--- config.mk ---
export PLATFORM = sky130hd
export DESIGN_NAME = instr_sequencer
export DESIGN_NICKNAME = d
export VERILOG_FILES = /design/src/rtl/instr_sequencer.sv
export SDC_FILE = /design/constraint.sdc
export NUM_CORES = 1
export LEC_CHECK = 0
export ABC_AREA = 1
export CAP_MARGIN = 20
export CORE_MARGIN = 3
export CORE_UTILIZATION = 64
export CTS_CLUSTER_DIAMETER = 60
export DETAILED_ROUTE_END_ITERATION = 6
export PLACE_DENSITY_LB_ADDON = 0.05
export SLEW_MARGIN = 25
export SYNTH_ARGS = -nofsm -noshare
export SYNTH_HDL_FRONTEND = slang
export SYNTH_SLANG_ARGS = --single-unit
--- constraint.sdc ---
create_clock -name clk -period 5.55 [get_ports clk]
set_clock_uncertainty 0.1 [all_clocks]
set_input_delay 0.555 -clock clk [delete_from_list [all_inputs] [get_ports clk]]
set_output_delay 0.555 -clock clk [all_outputs]
set_load 0.1 [all_outputs]
--- src/rtl/instr_sequencer.sv ---
`default_nettype none
// ============================================================================
//  Module      : instr_sequencer
//  Description : Program-side instruction source for the CPU datapath.
//                A small program store is written through a load port while
//                idle. On start, instructions are fetched in address order
//                and offered over a valid/ready handshake. A fixed number of
//                idle cycles is forced after every accepted issue, and a
//                one-cycle done pulse marks the end of the run.
//                Instruction word: [11:9] opcode, [8:6] dest, [5:3] src1,
//                [2:0] src2.
//  Ports       : clk, rst          clock / synchronous active-high reset
//                load_en/addr/data program-store write port (IDLE only)
//                start, prog_len   run request and instruction count
//                instr_out/valid   offered instruction
//                instr_ready       consumer acceptance
//                busy, done, pc    status: running, completion pulse, next addr
//  Revision    : 1.0  initial release
// ============================================================================
module instr_sequencer #(
    parameter int INSTR_W = 12,
    parameter int ADDR_W  = 4,
    parameter int GAP     = 2
) (
    input  logic               clk,
    input  logic               rst,
    input  logic               load_en,
    input  logic [ADDR_W-1:0]  load_addr,
    input  logic [INSTR_W-1:0] load_data,
    input  logic               start,
    input  logic [ADDR_W:0]    prog_len,
    output logic [INSTR_W-1:0] instr_out,
    output logic               instr_valid,
    input  logic               instr_ready,
    output logic               busy,
    output logic               done,
    output logic [ADDR_W-1:0]  pc
);

    localparam int DEPTH = 2 ** ADDR_W;
    // The gap counter keeps at least one bit so GAP == 0 still elaborates.
    localparam int GAP_W = (GAP > 0) ? $clog2(GAP + 1) : 1;
    localparam logic [GAP_W-1:0] GAP_LOAD = GAP_W'(GAP);
    localparam logic [GAP_W-1:0] GAP_ONE  = GAP_W'(1);

    typedef enum logic [2:0] {
        S_IDLE    = 3'd0,
        S_FETCH   = 3'd1,
        S_ISSUE   = 3'd2,
        S_GAPWAIT = 3'd3,
        S_DONE    = 3'd4
    } state_t;

    state_t               state_q, state_d;
    logic [INSTR_W-1:0]   mem_q [DEPTH];
    logic [INSTR_W-1:0]   instr_q, instr_d;
    logic [ADDR_W-1:0]    pc_q, pc_d;
    logic [ADDR_W:0]      len_q, len_d;
    logic [ADDR_W:0]      count_q, count_d;
    logic [GAP_W-1:0]     gap_q, gap_d;
    logic [ADDR_W:0]      count_inc;
    logic                 mem_we;

    assign count_inc = count_q + 1'b1;

    always_ff @(posedge clk) begin
        if (rst) begin
            state_q <= S_IDLE;
            instr_q <= '0;
            pc_q    <= '0;
            len_q   <= '0;
            count_q <= '0;
            gap_q   <= '0;
        end else begin
            state_q <= state_d;
            instr_q <= instr_d;
            pc_q    <= pc_d;
            len_q   <= len_d;
            count_q <= count_d;
            gap_q   <= gap_d;
        end
    end

    // Program store survives reset; writes are simply blocked while in reset.
    always_ff @(posedge clk) begin
        if (mem_we && !rst) begin
            mem_q[load_addr] <= load_data;
        end
    end

    always_comb begin
        state_d = state_q;
        instr_d = instr_q;
        pc_d    = pc_q;
        len_d   = len_q;
        count_d = count_q;
        gap_d   = gap_q;
        mem_we  = 1'b0;

        case (state_q)
            S_IDLE: begin
                // A write on the start edge lands before the first FETCH reads it.
                mem_we = load_en;
                if (start) begin
                    len_d   = prog_len;
                    pc_d    = '0;
                    count_d = '0;
                    state_d = (prog_len == '0) ? S_DONE : S_FETCH;
                end
            end
            S_FETCH: begin
                instr_d = mem_q[pc_q];
                state_d = S_ISSUE;
            end
            S_ISSUE: begin
                if (instr_ready) begin
                    count_d = count_inc;
                    pc_d    = pc_q + 1'b1;
                    if (count_inc == len_q) begin
                        state_d = S_DONE;
                    end else if (GAP > 0) begin
                        gap_d   = GAP_LOAD;
                        state_d = S_GAPWAIT;
                    end else begin
                        state_d = S_FETCH;
                    end
                end
            end
            S_GAPWAIT: begin
                gap_d = gap_q - 1'b1;
                if (gap_q <= GAP_ONE) begin
                    state_d = S_FETCH;
                end
            end
            S_DONE: begin
                state_d = S_IDLE;
            end
            default: begin
                state_d = S_IDLE;
            end
        endcase
    end

    assign instr_out   = instr_q;
    assign instr_valid = (state_q == S_ISSUE);
    assign busy        = (state_q != S_IDLE);
    assign done        = (state_q == S_DONE);
    assign pc          = pc_q;

endmodule
`default_nettype wire

==> summary.md <==
| Metric | Value |
|---|---|
| Initial antenna violation count | `0` |
| First-pass GRT wire length | `34200 um` |
| Clk buf depth | `3` |
| Final setup violation count | `0` |
| Mapped cell area | `0.00932 mm2` |
| Fmax | `314 MHz` |
| Sw Ratio | `29.9%` |
| Met2 Use GR | `46.1%` |
| # IOs | `45` |
| Sequential element share of the synthesized area | `68.5%` |
| CP max FO | `22` |
| CP Data Arrival Time | `3.20 ns` |
| Area Growth Syn to Fin | `12.3%` |
| Leakage power | `0.00362 uW` |
| Status | `finished clean` |
| Placer Congestion | `0.867` |
| Clk slew on worst S/H paths | `0.06 ns` |
| Vias | `6378` |
| Worst vdd ir | `0.000281 V` |
| Min cycle time layout | `3.18 ns` |
| Total track usage | `28.1%` |
| Vias in the first global route | `6137` |
| Hold Path End | `len_q[3]` |
| Crit. End Element | `flip-flop` |
| Worst-Skew Late Latency | `0.50 ns` |
| Antenna Diode Count | `0` |
| GR Util met1 | `38.2%` |
| Total grt overflow | `0` |
| PwrDens | `401 mW/mm2` |
| FF-to-FF path depth | `7` |
| TritonCTS buffer count | `22` |
| CTS tree | `built` |
| PortBufs | `44` |
| Die Ht | `127 um` |
| Hold buffers post-CTS | `0` |
| MaxCap Viol Count | `0` |
| Clock network power share | `34.5%` |
| R2R Path Start | `state_q[2]` |
| Core area | `0.0140 mm2` |
| Synth warn | `0` |
| Setup bufs post-CTS | `0` |
| Post-detail-place hpwl | `14000 um` |
| H-tree depth | `1` |
| Mean Syn Cell Area | `11.5 um2` |
| Part of the power in registers | `46.2%` |
| Yosys cell types | `38` |
| Comb pwr share | `19.3%` |
| GRT Max-Usage Layer | `met2` |
| Initial Util | `66.4%` |
| Clk sinks | `223` |
| Die width | `127 um` |
| TritonRoute pass-1 iters | `7` |
| PnR worst setup slack | `2.37 ns` |
| RSZ-0062 raised after global routing | `no` |
| Met3 Use GR | `5.35%` |
| Worst r2r dst | `mem_q[5][3]` |
| Vias per cell | `6.14` |
| CTS resizes | `0` |
| Drc violations | `0` |
| Max-slew violation count | `0` |
| Post-Route WL | `22400 um` |
| Clock root buffer | `clkbuf_16` |
| WHS Path Cells | `2` |
| Post-Synthesis Cells | `813` |
| Fin. Hold Viols | `0` |
| Pint | `2940 uW` |
| Die area | `0.0160 mm2` |
| Pre-CTS setup slack | `1.88 ns` |
| Layout cells sized above 1 | `8.86%` |
| Flops & latches, synth | `223` |
| Net Sw Power | `1260 uW` |
| Largest net degree at the start of global routing | `87` |
| Cell row count | `43` |
| Routed WL per cell | `21.6 um` |
| Setup CP Type | `in -> reg` |
| Fin nets | `872` |
| Startpoint types | `primary input` |
| Initial drt markers | `984` |
| Critical Path RT | `5.57 ns` |
| Routed Antenna Nets | `0` |
| FF-to-FF setup slack | `2.94 ns` |
| Synth Net Count | `842` |
| Worst-Margin Slew | `1.03 ns` |
| Worst hold path startpoint | `len_q[3]` |
| Period utilization | `57.3%` |
| Worst slew margin | `31.3%` |
| Worst hold path type | `reg -> reg` |
| Setup_tns | `0 ns` |
## cells in the mapped netlist, drive strengths merged
| library cell | instances | share of area, % |
|---|---|---|
| clkbuf | 12 | 0.51 |
| clkinv | 1 | 0.094 |
| buf | 32 | 2.6 |
| o211ai | 36 | 2.9 |
| nor2 | 185 | 7.9 |
| xor2 | 2 | 0.19 |
| inv | 53 | 2.2 |
| dfxtp | 31 | 6.7 |
| nand4 | 5 | 0.40 |
| o21ai | 91 | 4.9 |
| a22oi | 2 | 0.27 |
| and3 | 1 | 0.067 |
| edfxtp | 192 | 62 |
| a21boi | 1 | 0.081 |
| a211oi | 1 | 0.081 |
| a21oi | 13 | 0.82 |
| nand3 | 91 | 4.9 |
| nand2 | 54 | 2.7 |
| nor3b | 1 | 0.081 |
| or2 | 1 | 0.067 |
| nor3 | 4 | 0.27 |
| xnor2 | 1 | 0.094 |
| ha | 3 | 0.40 |
## flip-flops by register name (all words and copies together), names as in the netlist
| signal | cells |
|---|---|
| state_q | 3 |
| pc | 4 |
| len_q | 5 |
| instr_out | 12 |
| mem_q | 192 |
| gap_q | 2 |
| count_q | 5 |
## worst max-delay path, cell delays in order
cell	delay [ns]
clkdlybuf4s50_1	0.57
inv_1	0.57
nand2_1	0.15
nor2_2	0.21
nand3_1	0.29
nor2_1	0.84
## metal layers
layer | vias up | part of all wire (%)
met5 | - | 0
met4 | 0 | 3.5
met3 | 67 | 9.9
met2 | 332 | 47
met1 | 3058 | 39
li1 | 2921 | -
## worst max path at each step
stage | slack, ns | depth (start not counted) | start | end
6_report | 2.37 | 6 | rst | mem_q[5][3]
3_3_place_gp | 1.94 | 6 | rst | mem_q[9][1]
5_1_grt | 2.13 | 6 | rst | mem_q[5][0]
2_1_floorplan | 2.42 | 2 | state_q[2] | done
3_5_place_dp | 1.88 | 6 | rst | mem_q[9][4]
4_1_cts | 2.38 | 6 | rst | mem_q[15][5]
## area by class of cell
type	instances	area, um2
fill	889	3580
tap	180	225
multi-input combinational	492	2450
sequential	223	6390
timing repair buffer	50	485
clock buffer	26	587
clock inverter	13	114
inverter	54	210
## logic make-up after synthesis
group,Yosys count,share of synthesized area (%)
adders and majority gates,3,0.403
DFF,223,68.5
buffers and inverters,98,5.33
xor gates and xnor gates,3,0.282
AOI/OAI and AO/OA,144,9.04
and+or+nand+nor,342,16.4
## cell usage in the layout, fill, tap and decap left out, types with 2 or more instances in the layout
cell type,count
a21oi_2,3
clkdlybuf4s50_1,44
buf_4,6
o211ai_1,36
nor2_1,175
inv_2,9
nor2_2,7
nand2_4,4
nand4_1,4
edfxtp_1,192
nand2_1,47
clkbuf_16,23
dfxtp_1,30
o21ai_0,65
nor2_8,2
clkinv_1,3
a21oi_1,10
a22oi_2,2
nand2_2,2
nor3_1,3
ha_1,3
bufinv_16,2
inv_1,43
nand3_1,91
clkinv_2,6
o21ai_1,26
xor2_1,2
clkbuf_1,3
## power by group through the flow
stage | clock (uW) | sequential (uW) | combinational, uW
6_report | 1440 | 1940 | 810
2_1_floorplan | 0 | 2150 | 427
3_3_place_gp | 0 | 1970 | 788
5_1_grt | 1530 | 1940 | 864
4_1_cts | 1450 | 1940 | 807
3_5_place_dp | 0 | 1970 | 803
## per-stage QoR
step	total power (uW)	util [%]	cells	hold WS, ns	area (um2)
finish	4190	74.5	1038	0.373	10500
global placement	2760	69.4	999	0.361	9750
floorplan	2580	-	813	0.344	9320
detailed placement	2770	69.4	999	0.368	9750
global route	4340	74.5	1038	0.405	10500
CTS	4200	74.4	1038	0.377	10400
Power figures use the tool's default switching activity.
